File: config.mk
export PLATFORM = sky130hd
export DESIGN_NAME = l1a_header_fifo_flat
export DESIGN_NICKNAME = d
export VERILOG_FILES = /design/src/rtl/l1a_header_fifo_if.sv /design/src/rtl/l1a_header_fifo.sv /design/src/flat_wrapper.sv
export SDC_FILE = /design/constraint.sdc
export NUM_CORES = 1
export LEC_CHECK = 0
export CORE_MARGIN = 2
export CORE_UTILIZATION = 45
export CTS_BUF_LIST = sky130_fd_sc_hd__clkbuf_8
export DETAILED_ROUTE_END_ITERATION = 16
export GPL_TIMING_DRIVEN = 0
export SLEW_MARGIN = 20
export SYNTH_ARGS = -nofsm -noshare
export SYNTH_HDL_FRONTEND = slang
export SYNTH_SLANG_ARGS = --single-unit
export TNS_END_PERCENT = 30
File: constraint.sdc
create_clock -name clk -period 6.2 [get_ports clk]
set_clock_uncertainty 0.15 [all_clocks]
set_input_delay 1.24 -clock clk [delete_from_list [all_inputs] [get_ports clk]]
set_output_delay 1.24 -clock clk [all_outputs]
set_load 0.1 [all_outputs]
File: src/rtl/l1a_header_fifo_if.sv
// l1a_header_fifo_if: L1A-maker, readout-sequencer and BX-timing signals of the header FIFO
interface l1a_header_fifo_if #(
    parameter int AW = 4
);
    logic          bc0;
    logic [11:0]   bxn_offset;
    logic          l1a_outp;
    logic [11:0]   l1a_in_count;
    logic          raw_we_en;
    logic [3:0]    best_wnd;
    logic [4:0]    raw_wnd;
    logic          rd_en;
    logic [33:0]   hdr_dout;
    logic          hdr_valid;
    logic          l1a_fifo_full;
    logic [AW:0]   hdr_count;
    logic          ovf;
    logic [7:0]    drop_count;
    logic [11:0]   bxn;

    modport master (
        output bc0, bxn_offset, l1a_outp, l1a_in_count, raw_we_en, best_wnd, raw_wnd, rd_en,
        input  hdr_dout, hdr_valid, l1a_fifo_full, hdr_count, ovf, drop_count, bxn
    );

    modport slave (
        input  bc0, bxn_offset, l1a_outp, l1a_in_count, raw_we_en, best_wnd, raw_wnd, rd_en,
        output hdr_dout, hdr_valid, l1a_fifo_full, hdr_count, ovf, drop_count, bxn
    );
endinterface

File: src/rtl/l1a_header_fifo.sv
// l1a_header_fifo: per-L1A header FIFO with bunch-crossing counter and overflow accounting
module l1a_header_fifo #(
    parameter int DEPTH        = 16,
    parameter int AW           = 4,
    parameter int BX_MAX       = 3563,
    parameter int AFULL_MARGIN = 1
) (
    input logic              clk,
    input logic              reset,
    l1a_header_fifo_if.slave bus
);
    localparam logic [AW:0] full_lvl  = (AW + 1)'(DEPTH);
    localparam logic [AW:0] afull_lvl = (AW + 1)'(DEPTH - AFULL_MARGIN);
    localparam logic [11:0] bx_last   = 12'(BX_MAX);

    logic [33:0]   mem [DEPTH];
    logic [AW-1:0] wp, rp;
    logic [AW:0]   count, count_nxt;
    logic          push, pop, drop, afull, ovf_r;
    logic [7:0]    drop_r;
    logic [11:0]   bx;

    assign push = bus.l1a_outp && count != full_lvl;
    assign drop = bus.l1a_outp && count == full_lvl;
    assign pop  = bus.rd_en && count != '0;

    // Next occupancy; a pop at full frees a slot only for the following cycle
    always_comb count_nxt = (push && !pop) ? count + 1'b1 : ((pop && !push) ? count - 1'b1 : count);

    // Bunch-crossing counter: reload on bc0, otherwise wrap after the last BX (oversized offsets wrap next)
    always_ff @(posedge clk or negedge reset)
        if (!reset) bx <= '0;
        else bx <= bus.bc0 ? bus.bxn_offset : (bx >= bx_last ? 12'd0 : bx + 12'd1);

    // Header storage; entries carry the pre-update BX value and are never reset
    always_ff @(posedge clk)
        if (push) mem[wp] <= {bus.l1a_in_count, bx, bus.raw_we_en, bus.best_wnd, bus.raw_wnd};

    // Pointers, occupancy and registered almost-full
    always_ff @(posedge clk or negedge reset)
        if (!reset) begin
            wp    <= '0;
            rp    <= '0;
            count <= '0;
            afull <= 1'b0;
        end else begin
            wp    <= wp + AW'(push);
            rp    <= rp + AW'(pop);
            count <= count_nxt;
            afull <= count_nxt >= afull_lvl;
        end

    // Sticky overflow flag and saturating count of L1As lost to a full FIFO
    always_ff @(posedge clk or negedge reset)
        if (!reset) begin
            ovf_r  <= 1'b0;
            drop_r <= '0;
        end else if (drop) begin
            ovf_r  <= 1'b1;
            drop_r <= drop_r + 8'(drop_r != 8'hff);
        end

    assign bus.hdr_dout      = mem[rp];
    assign bus.hdr_valid     = count != '0;
    assign bus.l1a_fifo_full = afull;
    assign bus.hdr_count     = count;
    assign bus.ovf           = ovf_r;
    assign bus.drop_count    = drop_r;
    assign bus.bxn           = bx;
endmodule

File: src/flat_wrapper.sv
// flat-port wrapper written by rule: the top's interface ports become plain ports
module l1a_header_fifo_flat 
#(
    parameter int DEPTH        = 16,
    parameter int AW           = 4,
    parameter int BX_MAX       = 3563,
    parameter int AFULL_MARGIN = 1
)
  (clk, reset, bus_bc0, bus_bxn_offset, bus_l1a_outp, bus_l1a_in_count, bus_raw_we_en, bus_best_wnd, bus_raw_wnd, bus_rd_en, bus_hdr_dout, bus_hdr_valid, bus_l1a_fifo_full, bus_hdr_count, bus_ovf, bus_drop_count, bus_bxn);
  l1a_header_fifo_if #(.AW(AW)) bus_i ();
  input logic clk;
  input logic reset;
  input wire logic [$bits(bus_i.bc0)-1:0] bus_bc0;
  input wire logic [$bits(bus_i.bxn_offset)-1:0] bus_bxn_offset;
  input wire logic [$bits(bus_i.l1a_outp)-1:0] bus_l1a_outp;
  input wire logic [$bits(bus_i.l1a_in_count)-1:0] bus_l1a_in_count;
  input wire logic [$bits(bus_i.raw_we_en)-1:0] bus_raw_we_en;
  input wire logic [$bits(bus_i.best_wnd)-1:0] bus_best_wnd;
  input wire logic [$bits(bus_i.raw_wnd)-1:0] bus_raw_wnd;
  input wire logic [$bits(bus_i.rd_en)-1:0] bus_rd_en;
  output wire logic [$bits(bus_i.hdr_dout)-1:0] bus_hdr_dout;
  output wire logic [$bits(bus_i.hdr_valid)-1:0] bus_hdr_valid;
  output wire logic [$bits(bus_i.l1a_fifo_full)-1:0] bus_l1a_fifo_full;
  output wire logic [$bits(bus_i.hdr_count)-1:0] bus_hdr_count;
  output wire logic [$bits(bus_i.ovf)-1:0] bus_ovf;
  output wire logic [$bits(bus_i.drop_count)-1:0] bus_drop_count;
  output wire logic [$bits(bus_i.bxn)-1:0] bus_bxn;
  assign bus_i.bc0 = bus_bc0;
  assign bus_i.bxn_offset = bus_bxn_offset;
  assign bus_i.l1a_outp = bus_l1a_outp;
  assign bus_i.l1a_in_count = bus_l1a_in_count;
  assign bus_i.raw_we_en = bus_raw_we_en;
  assign bus_i.best_wnd = bus_best_wnd;
  assign bus_i.raw_wnd = bus_raw_wnd;
  assign bus_i.rd_en = bus_rd_en;
  assign bus_hdr_dout = bus_i.hdr_dout;
  assign bus_hdr_valid = bus_i.hdr_valid;
  assign bus_l1a_fifo_full = bus_i.l1a_fifo_full;
  assign bus_hdr_count = bus_i.hdr_count;
  assign bus_ovf = bus_i.ovf;
  assign bus_drop_count = bus_i.drop_count;
  assign bus_bxn = bus_i.bxn;
  l1a_header_fifo #(.DEPTH(DEPTH), .AW(AW), .BX_MAX(BX_MAX), .AFULL_MARGIN(AFULL_MARGIN)) u_core (.clk(clk), .reset(reset), .bus(bus_i));
endmodule
# --- Word level (Yosys, flattened, before mapping) ---
# Memories as Yosys holds them, arrays and structs flattened.
# Index checks and enable logic that the tools add are counted.
word_totals:
  output_inout_bits: 62
  mem_bits_rw: 544
  ff_bits: 35
  n_memories: 1
memory_table:
  columns: ["memory", "depth", "word_bits", "read_ports", "rd_ports_with_merged_regs", "wr", "line_no", "rtl"]
  rows:
  - ["u_core.mem", 16, 34, 1, 0, 1, "l1a_header_fifo.sv:16", "logic [33:0] mem [DEPTH];"]
op_classes:
  eq_ne: 3
  addsub: 6
  n_reduce_logical: 8
  n_lt_le_gt_ge: 2
  muxes: 6
op_table:
  columns: ["cell", "count"]
  rows:
  - ["2-to-1 mux 12 bit", 2]
  - ["adder 12 x 1 -> 12 bit, second input constant", 1]
  - ["greater-or-equal comparator 12 bit, second input constant", 1]
  - ["2-to-1 mux 5 bit", 2]
  - ["adder 4 x 1 -> 4 bit", 2]
  - ["adder 8 x 1 -> 8 bit", 1]
  - ["inequality test 8 bit, second input constant", 1]
  - ["adder 5 x 1 -> 5 bit, second input constant", 1]
  - ["== test 5 bit, second input constant", 1]
  - ["greater-or-equal comparator 5 x 4 -> 1 bit, second input constant", 1]
  - ["logical AND 1 bit", 5]
  - ["inequality test 5 bit, second input constant", 1]
  - ["nonzero test 5 bit", 1]
  - ["subtractor 5 x 1 -> 5 bit, second input constant", 1]
  - ["zero test 1 bit", 2]
  - ["2-to-1 mux 1 bit", 2]

# --- Longest topological paths before layout ---
# Gate-level depths: netlist of the first run.
logic_depth:
  ltp_word: 7
  mapped_depth: 8
  depth_no_buf: 8

# --- Worst setup path after synthesis of the first run ---
# Ideal clock, no wire load.
synth_path:
  path_kind: "register to register"
  start: "register u_core.count[1], in the netlist u_core.bus.hdr_count[1]"
  end: "memory u_core.mem[0][0], enable pin"
  arrival_ns: 5.303
  synth_period_minus_slack_ns: 5.975
  slack_ns: 0.225
  setup_ns: 0.522
  path_buffers: 0
  stages_incl_launch_ff: 7
  path_cell_list: "dfrtp_1 inv_1 ha_1 nand4bb_1 nand2_2 nor2_1 nor4b_1"
synth_between:
  elab_chain_cells: 4
synth_lines:
  columns: ["element", "line_no", "rtl"]
  rows:
  - ["from (decl)", "l1a_header_fifo.sv:18", "logic [AW:0] count, count_nxt;"]
  - ["from (signal assigned)", "l1a_header_fifo.sv:49", "count <= count_nxt;"]
  - ["inequality test 5 bit", "l1a_header_fifo.sv:23", "assign push = bus.l1a_outp && count != full_lvl;"]
  - ["logical AND 1 bit", "l1a_header_fifo.sv:23", null]
  - ["2-to-1 mux 1 bit", "l1a_header_fifo.sv:37", "if (push) mem[wp] <= {bus.l1a_in_count, bx, bus.raw_we_en, bus.best_wnd, bus.raw_wnd};"]
  - ["2-to-1 mux 1 bit (implied by the code)", "l1a_header_fifo.sv:37", null]
  - ["to (decl)", "l1a_header_fifo.sv:16", null]
# Every way passes these cells.

# --- Final worst setup path of the first run ---
layout_path:
  start: "register u_core.rp[1]"
  end: "output bus_hdr_dout[11]"
layout_between:
  elab_chain_cells: 1
layout_lines:
  columns: ["element", "line_no", "rtl"]
  rows:
  - ["from (decl)", "l1a_header_fifo.sv:17", "logic [AW-1:0] wp, rp;"]
  - ["from (signal assigned)", "l1a_header_fifo.sv:48", "rp <= rp + AW'(pop);"]
  - ["memory read (16 x 34 bit)", null, null]
  - ["to (decl)", "flat_wrapper.sv:21", "output wire logic [$bits(bus_i.hdr_dout)-1:0] bus_hdr_dout;"]
# Every way passes these cells.

==> results of run 1 <==
==> critical path, delay by kind of cell, from the launching register on <==
family	cells	cell delay (ps)
buf+inv	3	2300
flops	1	370
mux	2	930
==> power by group through the flow <==
| stage | registers, mW | clock network [mW] | logic, mW |
|---|---|---|---|
| global placement | 5.02 | 0 | 5.59 |
| CTS | 4.91 | 3.04 | 5.81 |
| detailed placement | 4.98 | 0 | 5.80 |
| finish | 4.91 | 2.96 | 5.71 |
| floorplan | 5.18 | 0 | 4.00 |
| global route | 4.94 | 3.21 | 5.97 |
==> final timing paths <==
path,from,to,slack [ps]
setup reg to reg,u_core.bus.hdr_count[0],u_core.mem[3][27],3100
setup / recovery,u_core.rp[1],bus_hdr_dout[11],550
hold reg to reg,u_core.bus.ovf,u_core.bus.ovf,320
max in group asynchronous,reset,u_core.bus.hdr_count[4],5000
min in group asynchronous,reset,u_core.bus.bxn[7],400
hold / removal,u_core.bus.ovf,u_core.bus.ovf,320
==> cell usage after synthesis (all sizes together) <==
cell       n  area share (%)
dfrtp     35             3.9
maj3       1           0.045
o211ai     1           0.034
nor3       4           0.090
a41o       1           0.045
edfxtp   544              74
o21ai     14            0.32
nand4      7            0.20
or2        1           0.028
a21oi      3           0.068
o22ai      1           0.028
nand2     21            0.40
buf       21            0.67
nand3      7            0.16
a31o       1           0.039
mux2       2            0.10
nand4bb    1           0.051
nor4b      1           0.039
and4       2           0.079
a31oi      2           0.085
inv        6            0.11
or4b       1           0.062
o311ai     1           0.039
xnor2     16            0.63
nand2b     2           0.056
and3       6            0.17
mux4     170              17
clkbuf    23            0.39
nor4       3           0.085
nor2      11            0.19
o31ai      1           0.034
ha         9            0.51
a21o       1           0.034
nand3b     1           0.034
xor2       8            0.32
nor3b      1           0.034
==> layout make-up <==
type	instances	area, um2
timing repair buffer	166	1800
tap	664	831
buffer	44	234
multi-input combinational	301	4820
inverter	6	25.0
clock buffer	98	1350
sequential	579	17200
clock inverter	70	320
fill	3764	22300
==> registers in the layout, summed over array words and instances (netlist names) <==
name / cells
u_core.bus.hdr_count: 5
u_core.bus.bxn: 12
u_core.rp: 4
u_core.bus.drop_count: 8
u_core.bus.ovf: 1
u_core.bus.l1a_fifo_full: 1
u_core.mem: 544
u_core.wp: 4
==> per-stage QoR <==
step                      TNS (ps)  total power, mW  hold slack [ps]  utilization, %  worst slack, ps
after CTS                        0             13.7              317            54.4              496
after global routing             0             14.1              342            54.4              382
after floorplan                  0             9.19              343               -              225
after detailed placement         0             10.8              303            51.0             1230
final                            0             13.6              315            54.4              554
after global placement     -813210             10.6              304            49.2            -4750
==> layer usage <==
| layer | GRT usage [%] | vias up | share of wire [%] |
|---|---|---|---|
| li1 | - | 4521 | - |
| met1 | 29.6 | 5615 | 44 |
| met2 | 31.5 | 391 | 48 |
| met3 | 4.49 | 57 | 6.6 |
| met4 | 5.75 | 0 | 1.4 |
| met5 | 0 | - | 0 |
==> cells by family after synthesis <==
group / after synthesis
buffers and inverters: 50
XOR/XNOR: 24
adder cells (fa/ha/maj): 10
AO/OA/AOI/OAI: 26
AND/OR/NAND/NOR: 69
flip-flops: 579
multiplexers: 172
==> flow_summary.toml, run 1 <==
[synth]
synthMuxAreaShare_pct = 17.4
synth.distinct_cells = 43
synth-simple-area-share_pct = 1.67
ys_ff_latch = 579
syn_inst = 930
synth_compound_area_share_pct = 0.722
ys_seq_area_share_pct = 77.6
yosys.area_share.adder_pct = 0.553
synth_top_family_by_area = "multiplexers"
syn-cell-area_um2 = 22200
avgSynthCellArea_um2 = 23.9
yosysWarningCount = 0
synth_xor_area_share_pct = 0.947
synth_nets = 978

[clocking]
cts.clk_slew.worst_paths_ps = 60
insertion_delay_ps = 660
cts_tree = "built"
numCtsBuffers = 93
cts_buffer_depth = 3
post_cts_buffers = 0
ctsHoldBuffers = 0
numClockSinks = 579
htreeDepth = 3
root_buffer = "clkbuf_8"
post_cts_resized = 0

[placement]
place_area_um2 = 24900
port_buffers = 100
dpl.hpwl_um = 32000
dp_cells = 1760
gp_congestion = 0.706

[setup_path]
ff2ff_path_depth = 9
cp_max_fo = 10
critical_path_required_ps = 4810
end_kind = "primary output"
path_class = "reg -> out"
crit_path_max_incr_delay_ps = 990
critPathArrivalTime_ps = 4260
cpMaxStageDelayCell = "clkdlybuf4s50_1"
startpoint_type = "flop"
cp_cell_sequence = "clkbuf_1, clkbuf_1, mux4_2, mux4_2, clkdlybuf4s50_1"

[status]
status = "finished, final reports clean"

[die]
coreArea_um2 = 48800
fp.dieW_um = 226
rows = 81
start_util_pct = 45.4
die_area_um2 = 51100
dieHeight_um = 226
io_pins = 101

[power_and_ir_drop]
clkPwrFrac_pct = 21.8
leakagePower_nw = 8.78
p_int_mw = 8.20
combPwrFrac_pct = 42.0
swShare_pct = 39.6
power.density_nw_per_um2 = 510
vdd_drop_max_v = 0.000367
power_frac_seq_pct = 36.1
p_switching_mw = 5.38

[drt]
wl_um = 49800
ant_nets = 0
drcViolationCount = 0
wl_per_cell_um = 25.8
dr.pass1.iters = 5
via_per_inst = 5.49
dr.first_iter.drc_count = 979
via_count = 10584

[worst_hold_path]
hold_path_class = "reg -> reg"
whs_path_depth = 1

[grt]
overflow = 0
antenna_found_initial = 0
grt_pass1_wl_um = 73400
track_usage_pct = 20.4
grt_pass1_vias = 10990
grt_max_degree = 23

[timing]
worst_pin_slew_ps = 1030
setup_viol = 0
hold_violations = 0
fin_crit_sh_pct = 91.1
period_needed_ps = 5650
relSlewSlack_pct = 31.1
max_freq_mhz = 177
rsz0062_at_grt = "no"
drv_slew = 0

[finish]
drive_above_1_share_pct = 31.5
areaGrowthSynthToFinish_pct = 19.9
fin_cells = 1928
nets = 1239
antenna_cells = 0
final_cell_mix = "edfxtp_1, mux4_2, clkdlybuf4s50_1, clkbuf_8"
stdcell_area_um2 = 26600
mostFrequentLayoutCell = "edfxtp_1"

[job]
maxCapViolCount = 0
(Power assumes the default switching activity.)
==> run 2, diff against run 1 <==
--- a/config.mk
+++ b/config.mk
@@ -5,9 +5,12 @@
 export SDC_FILE = /design/constraint.sdc
 export NUM_CORES = 1
 export LEC_CHECK = 0
+export CAP_MARGIN = 20
 export CORE_MARGIN = 2
 export CORE_UTILIZATION = 45
 export CTS_BUF_LIST = sky130_fd_sc_hd__clkbuf_8
+export CTS_CLUSTER_DIAMETER = 80
+export CTS_CLUSTER_SIZE = 24
 export DETAILED_ROUTE_END_ITERATION = 16
 export GPL_TIMING_DRIVEN = 0
 export SLEW_MARGIN = 20
==> run 2 against run 1 <==
  * Wire length shrank 3.2%
  * Via count is 3.8% lower
  * Die area did not move
  * Worst setup slack hardly changed
  * Sequential share of layout area is 3.0 points higher
  * Global-route usage shrank 0.94 points
  * Utilization is 2.4 points lower
  * Highest routed layer unchanged
==> flow_summary.toml, run 2 (same netlist as run 1, synthesis figures left out) <==
[setup_path]
cp_max_fo = 10
critical_path_required_ps = 4810
path_class = "reg -> out"
reg2reg_slack_ps = 3040
critPathArrivalTime_ps = 4260
end_kind = "primary output"
startpoint_type = "flop"

[timing]
fin_crit_sh_pct = 91.1
max_freq_mhz = 177
rsz0062_at_grt = "no"
relSlewSlack_pct = 32.3
hold_violations = 0
fin_ws_ps = 553
whs_ps = 343
setup_viol = 0
worst_pin_slew_ps = 1010
period_needed_ps = 5650
drv_slew = 0

[grt]
track_usage_pct = 19.4
grt_pass1_vias = 10419
grt_max_degree = 26
overflow = 0
grt_pass1_wl_um = 70700
antenna_found_initial = 0

[clocking]
htreeDepth = 1
cts_buffer_depth = 3
insertion_delay_ps = 670
root_buffer = "clkbuf_8"
post_cts_resized = 0
numClockSinks = 579
cts.clk_slew.worst_paths_ps = 140
cts_tree = "built"
ctsHoldBuffers = 0
post_cts_buffers = 0
numCtsBuffers = 29

[power_and_ir_drop]
vdd_drop_max_v = 0.000329
total_power_mw = 12.2
power.density_nw_per_um2 = 479
leakagePower_nw = 8.07

[die]
io_pins = 101
die_area_um2 = 51100
fp.dieW_um = 226
start_util_pct = 45.4
dieHeight_um = 226
coreArea_um2 = 48800
rows = 81

[worst_hold_path]
hold_path_class = "reg -> reg"

[drt]
via_count = 10187
wl_um = 48200
via_per_inst = 5.65
dr.first_iter.drc_count = 993
drcViolationCount = 0
dr.pass1.iters = 7
wl_per_cell_um = 26.7
ant_nets = 0

[placement]
gp_congestion = 0.706
place_area_um2 = 24900
port_buffers = 100
place_worst_setup_slack_ps = 1210
dpl.hpwl_um = 32100

[job]
maxCapViolCount = 0

[finish]
antenna_cells = 0
largest_reg_flops = 544
final_core_util_pct = 52.0
nets = 1175
largest-register = "u_core.mem"
drive_above_1_share_pct = 28.0
areaGrowthSynthToFinish_pct = 14.5
fillers = 3841
final_cell_mix = "edfxtp_1, mux4_2, clkdlybuf4s50_1, buf_2, dfrtp_1"
mostFrequentLayoutCell = "edfxtp_1"
stdcell_area_um2 = 25400

[status]
status = "finished, final reports clean"
-- run 2: changes by cell type in the layout (fill, tap and decap cells not counted), moves of 2 or more --
| cell | previous run | this run |
|---|---|---|
| clkinv_1 | 18 | 0 |
| clkinv_2 | 12 | 1 |
| clkbuf_8 | 98 | 29 |
| clkinvlp_4 | 3 | 1 |
| inv_8 | 0 | 2 |
| inv_1 | 39 | 12 |
-- run 2: worst paths after layout --
kind,startpoint,end,cells after the start
worst max register to register,u_core.bus.hdr_count[0],u_core.mem[3][27],9
worst min register to register,u_core.bus.ovf,u_core.bus.ovf,1
worst min-delay path,u_core.bus.ovf,u_core.bus.ovf,1
min in group asynchronous,reset,u_core.bus.bxn[3],1
worst max-delay path,u_core.rp[1],bus_hdr_dout[16],5
max in group asynchronous,reset,u_core.wp[3],2
-- run 2: cell type report --
cell class / instances / area (um2) / share of cell area [%]
Tap cell: 664 / 831 / 3.27
Multi-Input combinational cell: 301 / 4820 / 19.0
Sequential cell: 579 / 17200 / 67.7
Clock buffer: 29 / 399 / 1.57
Timing Repair Buffer: 166 / 1800 / 7.08
Inverter: 6 / 25.0 / 0.0985
Buffer: 44 / 234 / 0.921
Clock inverter: 15 / 91.3 / 0.359
-- run 2: metrics by stage --
stage               std cells  setup TNS [ps]
finish                   1804               0
global route             1804               0
CTS                      1804               0
detailed placement       1760               0
global placement         1694         -813210
floorplan                 930               0
-- run 2: metal layers --
layer	global-route usage [%]	wire length, um
met1	29.7	22000
met2	31.0	23200
met3	2.21	2400
met4	3.33	601
met5	0	0
-- run 2: worst max-delay path, stage by stage (launching register included) --
cell and delay (ps):
dfrtp_1 390, clkbuf_1 450, clkbuf_1 750, mux4_2 440, mux4_2 540, clkdlybuf4s50_1 1000
-- run 2: report_power, final --
part	switching (mW)	internal (mW)
Clock	1.12	0.454
Sequential	0.168	4.72
Combinational	3.74	1.96
==> run 3, diff against run 2 <==
--- a/config.mk
+++ b/config.mk
@@ -6,13 +6,16 @@
 export NUM_CORES = 1
 export LEC_CHECK = 0
 export CAP_MARGIN = 20
+export CELL_PAD_IN_SITES_DETAIL_PLACEMENT = 1
+export CELL_PAD_IN_SITES_GLOBAL_PLACEMENT = 1
 export CORE_MARGIN = 2
 export CORE_UTILIZATION = 45
 export CTS_BUF_LIST = sky130_fd_sc_hd__clkbuf_8
-export CTS_CLUSTER_DIAMETER = 80
+export CTS_CLUSTER_DIAMETER = 150
 export CTS_CLUSTER_SIZE = 24
 export DETAILED_ROUTE_END_ITERATION = 16
 export GPL_TIMING_DRIVEN = 0
+export PLACE_DENSITY_LB_ADDON = 0.1
 export SLEW_MARGIN = 20
 export SYNTH_ARGS = -nofsm -noshare
 export SYNTH_HDL_FRONTEND = slang
==> run 3 against run 2 <==
  * Combinational power is 0.9% higher
  * Clock power about the same
  * Non-clock buffer count increased by 4
  * Count of clock-buffer cells in the layout unchanged
  * Largest power group unchanged
  * Hold slack got worse by 89 ps
  * Critical path depth did not move
  * Utilization about the same
  * First-iteration DRC count is 3.8% lower
==> flow_summary.toml, run 3 (same netlist as run 1, synthesis figures left out) <==
[placement]
port_buffers = 100
dpl.hpwl_um = 33500
gp_congestion = 0.722
place_area_um2 = 24900

[power_and_ir_drop]
swShare_pct = 41.7
p_int_mw = 7.14
combPwrFrac_pct = 47.0
vdd_drop_max_v = 0.000400
p_switching_mw = 5.10
leakagePower_nw = 8.13
power_frac_seq_pct = 40.0
clkPwrFrac_pct = 13.0
power.density_nw_per_um2 = 482
total_power_mw = 12.2

[timing]
worst_pin_slew_ps = 1010
fin_crit_sh_pct = 91.0
period_needed_ps = 5640
setup_viol = 0
rsz0062_at_grt = "no"
drv_slew = 0
max_freq_mhz = 177
relSlewSlack_pct = 32.4
hold_violations = 0

[status]
status = "finished, final reports clean"

[drt]
dr.first_iter.drc_count = 955
dr.pass1.iters = 5
via_per_inst = 5.67
wl_um = 50900
ant_nets = 0
via_count = 10289
drcViolationCount = 0
wl_per_cell_um = 28.0

[grt]
grt_pass1_vias = 10907
track_usage_pct = 20.6
grt_max_degree = 27
grt_pass1_wl_um = 75700
overflow = 0
antenna_found_initial = 0

[die]
rows = 81
coreArea_um2 = 48800
die_area_um2 = 51100
fp.dieW_um = 226
dieHeight_um = 226
start_util_pct = 45.4
io_pins = 101

[finish]
mostFrequentLayoutCell = "edfxtp_1"
largest_reg_flops = 544
areaGrowthSynthToFinish_pct = 14.5
final_cell_mix = "edfxtp_1, mux4_2, clkdlybuf4s50_1, buf_2, dfrtp_1"
nets = 1178
antenna_cells = 0
final_core_util_pct = 52.0
largest-register = "u_core.mem"
drive_above_1_share_pct = 27.5
stdcell_area_um2 = 25400

[setup_path]
path_buf_inv = 3
cp_max_fo = 10
critPathArrivalTime_ps = 4250
cp_cell_sequence = "clkbuf_1, clkbuf_1, mux4_2, mux4_2, clkdlybuf4s50_1"
critPathTopFamily = "buffers and inverters"
end_kind = "primary output"
cpMaxStageDelayCell = "clkdlybuf4s50_1"
path_class = "reg -> out"
critical_path_required_ps = 4810
crit_path_max_incr_delay_ps = 990
startpoint_type = "flop"

[clocking]
numCtsBuffers = 28
post_cts_buffers = 0
htreeDepth = 1
numClockSinks = 579
ctsHoldBuffers = 0
cts_buffer_depth = 3
root_buffer = "clkbuf_8"
post_cts_resized = 0
cts.clk_slew.worst_paths_ps = 150
cts_tree = "built"
insertion_delay_ps = 680

[job]
maxCapViolCount = 0

[worst_hold_path]
hold_path_class = "in -> async"
==> run 3: changes by cell type in the layout (fill, tap and decap cells not counted), sizes merged <==
cell      before  now
inv           18   28
clkinvlp       1    0
clkinv         2    1
buf           88   92
==> run 3: area by class of cell <==
class	count	area [um2]
tap	664	831
multi-input combinational	301	4820
sequential	579	17200
fill	4308	23400
inverter	6	25.0
clock inverter	23	113
buffer	44	234
timing repair buffer	170	1770
clock buffer	29	399
==> run 3: worst paths after layout <==
check                      cells after the start  slack [ps]               startpoint                       end
setup reg to reg                              10        2820  u_core.bus.hdr_count[0]          u_core.mem[0][4]
hold / removal                                 1         250                    reset  u_core.bus.drop_count[0]
setup / recovery                               5         560             u_core.rp[1]           bus_hdr_dout[5]
hold reg to reg                                1         350           u_core.bus.ovf            u_core.bus.ovf
min in group clk                               1         350           u_core.bus.ovf            u_core.bus.ovf
max in group asynchronous                      2        5170                    reset              u_core.rp[3]
==> run 3: power groups by stage <==
stage | Clock, mW | Sequential [mW] | Combinational, mW
4_1_cts | 1.64 | 4.90 | 5.85
6_report | 1.59 | 4.90 | 5.75
3_3_place_gp | 0 | 5.03 | 5.63
5_1_grt | 1.76 | 4.94 | 6.02
3_5_place_dp | 0 | 4.99 | 5.84
2_1_floorplan | 0 | 5.18 | 4.00
==> run 3: layer usage <==
metal  global-route usage [%]  wire (um)
met5                        0          0
met4                     3.63        831
met3                     1.95       1910
met2                     32.6      24500
met1                     31.9      23700
==> run 3: stage by stage <==
step	setup TNS (ps)	hold slack, ps	cells	worst slack (ps)
2_1_floorplan	0	343	930	225
3_3_place_gp	-883860	303	1694	-5170
3_5_place_dp	0	321	1764	1250
4_1_cts	0	208	1816	486
5_1_grt	0	236	1816	412
6_report	0	253	1816	557
==> run 3: worst register-to-register path: stages, from the launching register on <==
cell and delay [ps]:
dfrtp_1 490, inv_1 70, ha_1 240, nand4bb_1 150, nand2_2 150, nor2_1 180, nor4b_2 590, buf_2 350
buf_2 260, buf_2 240, buf_2 230
